**src/rtl/search_coordinator.sv**
```systemverilog
// Iterative-deepening scheduler for the sequence generator.
// Sweeps lengths 1..N, tracks first match, match count and a per-length watchdog.
module search_coordinator #(
    parameter int SEQ_INDEX_BITS  = 4,
    parameter int COUNT_BITS      = 16,
    parameter int WATCHDOG_CYCLES = 0,
    parameter bit STOP_ON_MATCH   = 1'b1
) (
    input  logic                      clk,
    input  logic                      reset,
    input  logic                      go,
    input  logic                      abort,
    input  logic [SEQ_INDEX_BITS-1:0] target_max_length,
    output logic [SEQ_INDEX_BITS-1:0] gen_max_length,
    output logic                      gen_start,
    input  logic                      gen_complete,
    input  logic                      match,
    output logic                      busy,
    output logic                      done,
    output logic                      found,
    output logic [SEQ_INDEX_BITS-1:0] found_length,
    output logic [COUNT_BITS-1:0]     match_count,
    output logic                      timeout
);

    typedef enum logic [2:0] {
        S_IDLE,
        S_LAUNCH,
        S_ARMED,
        S_RUN,
        S_FINISH
    } state_t;

    localparam bit          WD_EN   = (WATCHDOG_CYCLES != 0);
    localparam logic [31:0] WD_LAST = 32'(WATCHDOG_CYCLES) - 32'd1;
    localparam logic [SEQ_INDEX_BITS-1:0] LEN_ONE = 1;
    localparam logic [COUNT_BITS-1:0]     CNT_ONE = 1;

    state_t                    state_q, state_d;
    logic [SEQ_INDEX_BITS-1:0] cur_len_q, cur_len_d;
    logic [SEQ_INDEX_BITS-1:0] tgt_len_q, tgt_len_d;
    logic                      found_q, found_d;
    logic [SEQ_INDEX_BITS-1:0] found_length_q, found_length_d;
    logic [COUNT_BITS-1:0]     match_count_q, match_count_d;
    logic                      timeout_q, timeout_d;
    logic [31:0]               wd_cnt_q, wd_cnt_d;

    logic match_act;
    logic found_next;
    logic wd_hit;

    assign wd_hit = WD_EN && (wd_cnt_q == WD_LAST);

    // Next-state, sweep bookkeeping and match tracking.
    always_comb begin
        state_d        = state_q;
        cur_len_d      = cur_len_q;
        tgt_len_d      = tgt_len_q;
        found_d        = found_q;
        found_length_d = found_length_q;
        match_count_d  = match_count_q;
        timeout_d      = timeout_q;
        wd_cnt_d       = wd_cnt_q;

        // Matches only count while the generator is working on a length.
        match_act  = match && (state_q == S_ARMED || state_q == S_RUN);
        found_next = found_q | match_act;

        if (match_act) begin
            if (match_count_q != '1) begin
                match_count_d = match_count_q + CNT_ONE;
            end
            if (!found_q) begin
                found_d        = 1'b1;
                found_length_d = cur_len_q;
            end
        end

        unique case (state_q)
            S_IDLE: begin
                if (go && !abort) begin
                    tgt_len_d      = target_max_length;
                    found_d        = 1'b0;
                    found_length_d = '0;
                    match_count_d  = '0;
                    timeout_d      = 1'b0;
                    if (target_max_length == '0) begin
                        state_d = S_FINISH;
                    end else begin
                        cur_len_d = LEN_ONE;
                        state_d   = S_LAUNCH;
                    end
                end
            end
            S_LAUNCH: begin
                wd_cnt_d = '0;
                state_d  = S_ARMED;
            end
            // gen_complete is still the previous length's level here.
            S_ARMED: begin
                state_d = S_RUN;
            end
            S_RUN: begin
                wd_cnt_d = wd_cnt_q + 32'd1;
                if (gen_complete) begin
                    if (cur_len_q == tgt_len_q ||
                        (STOP_ON_MATCH && found_next)) begin
                        state_d = S_FINISH;
                    end else begin
                        cur_len_d = cur_len_q + LEN_ONE;
                        state_d   = S_LAUNCH;
                    end
                end else if (wd_hit) begin
                    timeout_d = 1'b1;
                    state_d   = S_FINISH;
                end
            end
            S_FINISH: begin
                state_d = S_IDLE;
            end
            default: begin
                state_d = S_IDLE;
            end
        endcase

        // Abort drops straight to idle and freezes the status registers.
        if (abort && state_q != S_IDLE) begin
            state_d        = S_IDLE;
            cur_len_d      = cur_len_q;
            found_d        = found_q;
            found_length_d = found_length_q;
            match_count_d  = match_count_q;
            timeout_d      = timeout_q;
            wd_cnt_d       = wd_cnt_q;
        end
    end

    // State and status registers with asynchronous clear.
    always_ff @(posedge clk or posedge reset) begin
        if (reset) begin
            state_q        <= S_IDLE;
            cur_len_q      <= '0;
            tgt_len_q      <= '0;
            found_q        <= 1'b0;
            found_length_q <= '0;
            match_count_q  <= '0;
            timeout_q      <= 1'b0;
            wd_cnt_q       <= '0;
        end else begin
            state_q        <= state_d;
            cur_len_q      <= cur_len_d;
            tgt_len_q      <= tgt_len_d;
            found_q        <= found_d;
            found_length_q <= found_length_d;
            match_count_q  <= match_count_d;
            timeout_q      <= timeout_d;
            wd_cnt_q       <= wd_cnt_d;
        end
    end

    assign gen_start      = (state_q == S_LAUNCH);
    assign done           = (state_q == S_FINISH);
    assign busy           = (state_q != S_IDLE);
    assign gen_max_length = cur_len_q;
    assign found          = found_q;
    assign found_length   = found_length_q;
    assign match_count    = match_count_q;
    assign timeout        = timeout_q;

endmodule

```
**config.mk**
```make
export PLATFORM = sky130hd
export DESIGN_NAME = search_coordinator
export DESIGN_NICKNAME = d
export VERILOG_FILES = /design/src/rtl/search_coordinator.sv
export SDC_FILE = /design/constraint.sdc
export NUM_CORES = 1
export LEC_CHECK = 0
export ABC_AREA = 1
export CAP_MARGIN = 30
export CORE_ASPECT_RATIO = 0.75
export CORE_UTILIZATION = 50
export CTS_BUF_LIST = sky130_fd_sc_hd__clkbuf_4 sky130_fd_sc_hd__clkbuf_8 sky130_fd_sc_hd__clkbuf_16
export DETAILED_ROUTE_END_ITERATION = 12
export HOLD_SLACK_MARGIN = 0.1
export PLACE_DENSITY = 0.77
export SLEW_MARGIN = 30
export SYNTH_ARGS = -nofsm -noshare
export SYNTH_HDL_FRONTEND = slang
export SYNTH_SLANG_ARGS = --single-unit
```
**constraint.sdc**
```tcl
create_clock -name clk -period 1.9 [get_ports clk]
set_input_delay 0.38 -clock clk [delete_from_list [all_inputs] [get_ports clk]]
set_output_delay 0.38 -clock clk [all_outputs]
set_load 0.05 [all_outputs]
```
==> out/results.txt, run 1 <==
GRT met1 Usage: 40.8%
Crit path max-delay cell type: clkdlybuf4s50_1
Final Non-Filler Cells: 371
Clock share of power: 20.0%
Detail-routed net length per standard cell: 12.5 um
Cells along the critical path: clkdlybuf4s50_1
Latest clock arrival within the worst-skew pair: 290 ps
Synth Register Bits: 32
P&R area growth vs syn: 27.6%
Vias in the first global route: 1702
Netlist Area Pre-Place: 0.00195 mm^2
Final setup viols: 0
Global-route wire length before repair: 7960 um
Psw: 1.53 mW
Initial antenna violation count: 0
Footprint of the multi-input gates: 975 um^2
Clk slew on worst S/H paths: 70 ps
Seq/Total Area, Yosys: 41.1%
Number of fill cells: 333
Post-route minimum period: 1840 ps
RSZ-0062 raised after global routing: no
Post-CTS setup buffers: 0
Cell taking the most area after synthesis: dfrtp_1
Met2 Use GR: 34.2%
Mean Syn Cell Area: 7.16 um^2
Clock Sinks: 32
Cell internal pwr: 1.79 mW
Tcrit/Tclk final: 96.8%
CP bufs+invs: 1
CTS buffer count: 5
Final WL: 4650 um
Synth cell types: 29
Crit Path Max Fanout: 2
Worst slew margin: 66.0%
Pwr dens: 1340 mW/mm^2
Warnings, synthesis: 0
Largest net degree at the start of global routing: 33
TNS Setup: 0 ps
Synth top area cells: dfrtp_1, nand2_1, inv_1
Critical Path RT: 1520 ps
Post-route setup slack: 60.2 ps
Sw Ratio: 46.0%
Synth Instances: 272
CTS tree: yes
Final ANT Viol Nets: 0
Starting Density: 52.8%
GRT Total Usage: 25.4%
Mapped Nets: 284
CTS Root Cell: clkbuf_8
Status: complete, no violations
Setup Skew: 6.91 ps
Fin. max-slew vios: 0
Worst slew pin tran: 508 ps
Combinational Power Share: 49.2%
M3 GR Usage: 4.89%
Final Total Pwr: 3.32 mW
Post-synth top area share: 41.1%
Worst VDD drop: 0.823 mV
Dpl hpwl: 3600 um
ANT cells: 0
Tightest Hold Check Type: primary input to asynchronous set/reset pin
Setup Crit Path Kind: register to output port
PostCTS Resize Cnt: 0
Cells after DPL: 363
GP Congestion: 0.880
Sequential share of power: 30.9%
Reg area: 801 um^2
Die Wd: 74.1 um
Leakage power: 1.24 nW
IO buf count: 37
H-tree levels: 2
Hold Violations, Final: 0
Via Count: 1873
Pre-CTS setup slack: 30.1 ps
Setup crit start kind: register
CTS Hold Bufs: 0
CP arrival: 1460 ps
Die Y: 56.0 um
Crit-path max cell delay: 820 ps
Delay-heaviest family, CP: buffers and inverters
Total die area: 0.00415 mm^2
Number of remaining DRC errors: 0
Total grt overflow: 0
CP Capture Type: output port
Core area: 0.00368 mm^2
Initial drt markers: 102
MaxCap Viol Count: 0
Share of layout cells above drive strength 1: 17.6%
Vias per cell: 5.05
Reg2Reg Depth: 9
DR pass1 iterations: 4
Hold_ws: 480 ps
Nets: 330
Fmax: 544 MHz
# IOs: 39
Grt peak-use layer: met1
Maximum clock path buffer count: 2
Num rows: 19
Levels on crit path: 1
==> cell usage in the layout (no fill, tap or decap) <==
cell / count
nand2_1: 78
inv_1: 35
nor2_1: 34
dfrtp_1: 32
buf_4: 27
nand3_1: 18
clkdlybuf4s50_1: 14
nand4_1: 11
a21oi_1: 9
o21ai_1: 7
nor2_2: 6
o21ai_0: 6
xor2_1: 6
nor3_1: 5
clkbuf_8: 5
inv_2: 3
nand2_4: 2
nand2_2: 2
o21bai_1: 2
ha_1: 2
buf_12: 2
nor2_4: 1
nand4_4: 1
a21oi_4: 1
o2111ai_1: 1
nor4_1: 1
a21oi_2: 1
nand3_2: 1
xnor2_1: 1
inv_4: 1
conb_1: 1
bufinv_16: 1
clkbuf_4: 1
clkinv_2: 1
==> metrics by stage <==
stage | area [um^2] | util, %
global placement | 2370 | 64.4
floorplan | 1950 | -
finish | 2480 | 67.4
detailed placement | 2370 | 64.4
CTS | 2480 | 67.4
global route | 2480 | 67.4
==> layout make-up <==
class | count | share of cell area [%]
clock buffer | 6 | 3.07
clock inverter | 2 | 1.41
inverter | 39 | 5.99
multi-input combinational | 197 | 39.2
sequential | 32 | 32.2
tap | 52 | 2.62
timing repair buffer | 43 | 15.4
==> cells by family (layout without fill, tap and decap cells) <==
kind of cell,Yosys count,after routing,share of synthesized area (%)
flip-flops,32,32,41.1
XOR/XNOR,7,7,3.15
AND/OR/NAND/NOR,160,160,37.3
adder cells (fa/ha/maj),2,2,1.29
AO/OA/AOI/OAI,27,27,8.16
other,1,1,0.193
buffers and inverters,43,90,8.80
==> state kept, by name (all words and copies together), names as in the netlist <==
register,count
found_length,4
tgt_len_q,4
match_count,16
gen_max_length,4
found,1
state_q,3
==> per-layer routing <==
layer | vias up | part of all wire [%] | wire [um]
met5 | - | 0 | 0
met4 | 0 | 1.0 | 48
met3 | 7 | 5.1 | 236
met2 | 45 | 43 | 2000
met1 | 861 | 51 | 2370
li1 | 960 | - | -
==> path summary, 6_finish.rpt <==
kind	endpoint	slack (ps)	from
worst max-delay path	found_length[2]	60	found_length[2]$_DFFE_PP0P_
worst min-delay path	state_q[0]$_DFFE_PP0P_	480	reset
worst max register to register	match_count[14]$_DFFE_PP0P_	190	match_count[1]$_DFFE_PP0P_
worst min register to register	tgt_len_q[3]$_DFFE_PP0P_	490	tgt_len_q[3]$_DFFE_PP0P_
max in group asynchronous	match_count[1]$_DFFE_PP0P_	1110	reset
min in group clk	tgt_len_q[3]$_DFFE_PP0P_	490	tgt_len_q[3]$_DFFE_PP0P_
==> synth_stat cells <==
master and instances:
nor2_1 34, o21ai_0 6, xnor2_1 1, inv_2 3
o21bai_1 2, o2111ai_1 1, nand2_1 78, inv_1 35
nand2_2 2, a21oi_2 1, nor4_1 1, ha_1 2
a21oi_4 1, buf_4 1, dfrtp_1 32, nand3_1 18
conb_1 1, nor3_1 5, nor2_4 1, nand4_1 11
xor2_1 6, nand4_4 1, nand3_2 1, o21ai_1 7
nor2_2 6, nand2_4 2, buf_2 3, a21oi_1 9
inv_4 1
==> power groups by stage <==
stage	sequential (mW)	combinational [mW]	clock (mW)
final	1.03	1.63	0.664
after global routing	1.05	1.79	0.698
after CTS	1.03	1.64	0.672
after detailed placement	1.04	1.63	0
after global placement	1.03	1.60	0
after floorplan	1.38	0.800	0
Power figures use the tool's default switching activity.
==> inputs of run 2 (changes only) <==
--- a/config.mk
+++ b/config.mk
@@ -5,14 +5,13 @@
 export SDC_FILE = /design/constraint.sdc
 export NUM_CORES = 1
 export LEC_CHECK = 0
-export ABC_AREA = 1
 export CAP_MARGIN = 30
 export CORE_ASPECT_RATIO = 0.75
 export CORE_UTILIZATION = 50
 export CTS_BUF_LIST = sky130_fd_sc_hd__clkbuf_4 sky130_fd_sc_hd__clkbuf_8 sky130_fd_sc_hd__clkbuf_16
 export DETAILED_ROUTE_END_ITERATION = 12
 export HOLD_SLACK_MARGIN = 0.1
-export PLACE_DENSITY = 0.77
+export PLACE_DENSITY = 0.78
 export SLEW_MARGIN = 30
 export SYNTH_ARGS = -nofsm -noshare
 export SYNTH_HDL_FRONTEND = slang
==> run 2 against run 1 <==
Net effect: the run now ends with design-rule violations, negative setup slack left; combinational power decreased by 47%; clock-buffer cell count increased by 2; synthesized area decreased by 7.6%; sequential share of layout area decreased by 1.4 points; global-route usage increased by 1.1 points; critical endpoint is now match_count[9]$_DFFE_PP0P_; clock power decreased by 9.5%; non-clock buffer count increased by 40; largest power group unchanged; core utilization increased by 12 points; critical path type is now register to register; hold slack got worse by 13 ps; synthesized cell count decreased by 31%; sequential power decreased by 17%.
==> out/results.txt, run 2 <==
CTS tree: yes
Number of remaining DRC errors: 2 (+2)
Die Wd: 71.2 um (-3.8%)
Num rows: 18 (-1)
# IOs: 39 (unchanged)
CTS Hold Bufs: 0 (unchanged)
Fmax: 526 MHz (-3.2%)
Tcrit/Tclk final: 100% (+3.2 points)
Reg2Reg Depth: 6 (-3)
Total die area: 0.00384 mm^2 (-7.4%)
Synth cell types: 45 (+55%)
Initial drt markers: 140 (+37%)
Die Y: 53.9 um (-3.8%)
Final ANT Viol Nets: 0 (unchanged)
Cell taking the most area after synthesis: dfrtp_1
CP arrival: 2120 ps (+660 ps)
GRT Total Usage: 26.4% (+1.1 points)
Final Total Pwr: 2.33 mW (-30%)
Count leader, synth: dfrtp_1
Most common library cell in the layout ignoring fill and taps: buf_4
Violated checks: design-rule violations, negative setup slack
MaxCap Viol Count: 0 (unchanged)
CP bufs+invs: 1 (unchanged)
Post-synth top area share: 44.5% (+3.4 points)
Max FFs per register: 16 (unchanged)
Starting Density: 53.6% (+0.74 points)
CTS buffer count: 5 (unchanged)
IO buf count: 37 (unchanged)
Maximum clock path buffer count: 2 (unchanged)
M1 wire length: 2270 um (-4.6%)
Cells along the critical path: nand4_4 > or4_4 > o21ai_4 > buf_4 > o31ai_1 > a21oi_2
RSZ-0062 raised after global routing: yes
Share of layout cells above drive strength 1: 40.2% (+23 points)
Final setup viols: 1 (+1)
Crit-path max cell delay: 600 ps (-220 ps)
Netlist Area Pre-Place: 0.00180 mm^2 (-7.6%)
Clock Sinks: 32 (unchanged)
Dpl hpwl: 3440 um (-4.6%)
Main flop type after synthesis: dfrtp_1
Critical Path RT: 2120 ps (+600 ps)
Status: finished, violations left
Crit path from: match_count[4]$_DFFE_PP0P_
Fin. max-slew vios: 0 (unchanged)
ANT cells: 0 (unchanged)
Commonest cells after routing, fill and taps aside: buf_4, nand2_1, nor2_1, dfrtp_1, dfrtp_2
CTS Root Cell: clkbuf_8
Delay-heaviest family, CP: simple AND/OR/NAND/NOR gates
Highest routed layer: met4
Initial antenna violation count: 0 (unchanged)
Global-route wire length before repair: 7610 um (-4.3%)
DR pass1 iterations: 9 (+5)
Crit Path Max Fanout: 8 (+6)
Top cells by count, synth: dfrtp_1, nand2_1, nor2_1, nand3_1, o211ai_1
Synth Register Bits: 32 (unchanged)
Metal3 WL: 314 um (+33%)
Setup Skew: 2.28 ps (-4.64 ps)
Clk slew on worst S/H paths: 70 ps (about the same)
Detail-routed net length per standard cell: 16.2 um (+29%)
Latest clock arrival within the worst-skew pair: 290 ps (about the same)
Via Count: 1837 (-1.9%)
Seq/Total Area, Yosys: 44.5% (+3.4 points)
Reg2reg end: match_count[9]$_DFFE_PP0P_
Pwr dens: 878 mW/mm^2 (-34%)
Vias per cell: 5.91 (+17%)
Final WL: 5040 um (+8.3%)
H-tree levels: 2 (unchanged)
Largest net degree at the start of global routing: 33 (unchanged)
CP Capture Type: register
Worst VDD drop: 0.767 mV (-6.7%)
Post-route setup slack: -0.358 ps (-60.6 ps)
Worst flop-to-flop path startpoint: match_count[4]$_DFFE_PP0P_
Vias in the first global route: 1637 (-3.8%)
Post-synthesis async set-or-reset flop share: 100% (unchanged)
Nets: 282 (-15%)
Mapped Nets: 201 (-29%)
Total grt overflow: 0 (unchanged)
Synth top area cells: dfrtp_1, nand2_1, o211ai_1
Setup Crit Path Kind: register to register
Core area: 0.00336 mm^2 (-8.9%)
Hold Violations, Final: 0 (unchanged)
Leakage power: 1.22 nW (-1.6%)
Mean Syn Cell Area: 9.51 um^2 (+33%)
Synth Instances: 189 (-31%)
Tightest Hold Check Type: primary input to asynchronous set/reset pin
Warnings, synthesis: 0 (unchanged)
Number of fill cells: 214 (-36%)
P&R area growth vs syn: 47.7%
Pre-CTS setup slack: -266 ps (-297 ps)
Post-synth EDFFs: 0 (unchanged)
GP Congestion: 0.893 (+1.4%)
Setup crit start kind: register
WL met2: 2350 um (+18%)
Hold_ws: 467 ps (-12.9 ps)
Reg2reg setup slack: -0.4 ps (-190 ps)
Post-route minimum period: 1900 ps (+60.6 ps)
Crit path max-delay cell type: or4_4
[run 2: changes by cell type in the layout (fill, tap and decap cells not counted), moves of 6 or more]
cell,before,now
buf_4,27,64
inv_1,35,4
nand2_1,78,29
nor2_2,6,0
nor2_1,34,18
nand3_1,18,11
or4_1,0,7
o21ai_1,7,1
dfrtp_2,0,14
nand4_1,11,1
o211ai_1,0,11
dfrtp_1,32,18
[run 2: where the power goes]
part,internal [mW],switching (mW)
combinational,0.355,0.516
sequential,0.766,0.0921
clock,0.345,0.257
[run 2: timing repair]
item                       CTS  global route
pin swaps                    1             7
setup endpoints to repair    1            16
setup buffers                0            17
resized for setup            0            13
[run 2: worst max path at each step]
stage | cells after the start | slack (ps) | end
3_3_place_gp | 6 | -180 | match_count[6]$_DFFE_PP0P_
4_1_cts | 6 | 3 | match_count[5]$_DFFE_PP0P_
3_5_place_dp | 6 | -270 | match_count[9]$_DFFE_PP0P_
6_report | 6 | -0.4 | match_count[9]$_DFFE_PP0P_
5_1_grt | 6 | -60 | match_count[9]$_DFFE_PP0P_
2_1_floorplan | 6 | -40 | match_count[3]$_DFFE_PP0P_
[run 2: per-layer routing]
layer	up-vias	GRT usage, %
li1	854	-
met1	880	35.8
met2	87	42.9
met3	16	5.06
met4	0	10.0
met5	-	0
[run 2: cell families after synthesis]
family	count (synthesis)	synth area share, %
xor+xnor	6	2.92
flops	32	44.5
simple gates	90	26.1
buf+inv	13	4.59
compound gates	45	20.3
fa+ha+maj	2	1.39
other cells	1	0.209
[run 2: area by class of cell]
cell class | instances | area, um^2 | share of cell area, %
clock buffers | 8 | 104 | 3.91
inverters | 4 | 15.0 | 0.565
multi-input cells | 144 | 971 | 36.6
flip-flops and latches | 32 | 818 | 30.8
well taps | 40 | 50.0 | 1.88
repair buffers | 83 | 698 | 26.3
[run 2: worst reg2reg max path, stage by stage, from the launching register on]
cell and delay [ps]:
dfrtp_2 400, nand4_4 140, or4_4 600, o21ai_4 290, buf_4 180, o31ai_1 90, a21oi_2 140
[run 2: through the flow]
| step | TNS [ps] | cell area, um^2 | util, % | std cells |
|---|---|---|---|---|
| after floorplan | -161 | 1840 | - | 189 |
| after global placement | -1970 | 2380 | 70.8 | 286 |
| after detailed placement | -2510 | 2380 | 70.8 | 286 |
| after CTS | 0 | 2480 | 73.9 | 294 |
| after global routing | -109 | 2660 | 79.2 | 311 |
| final | -0.358 | 2660 | 79.2 | 311 |
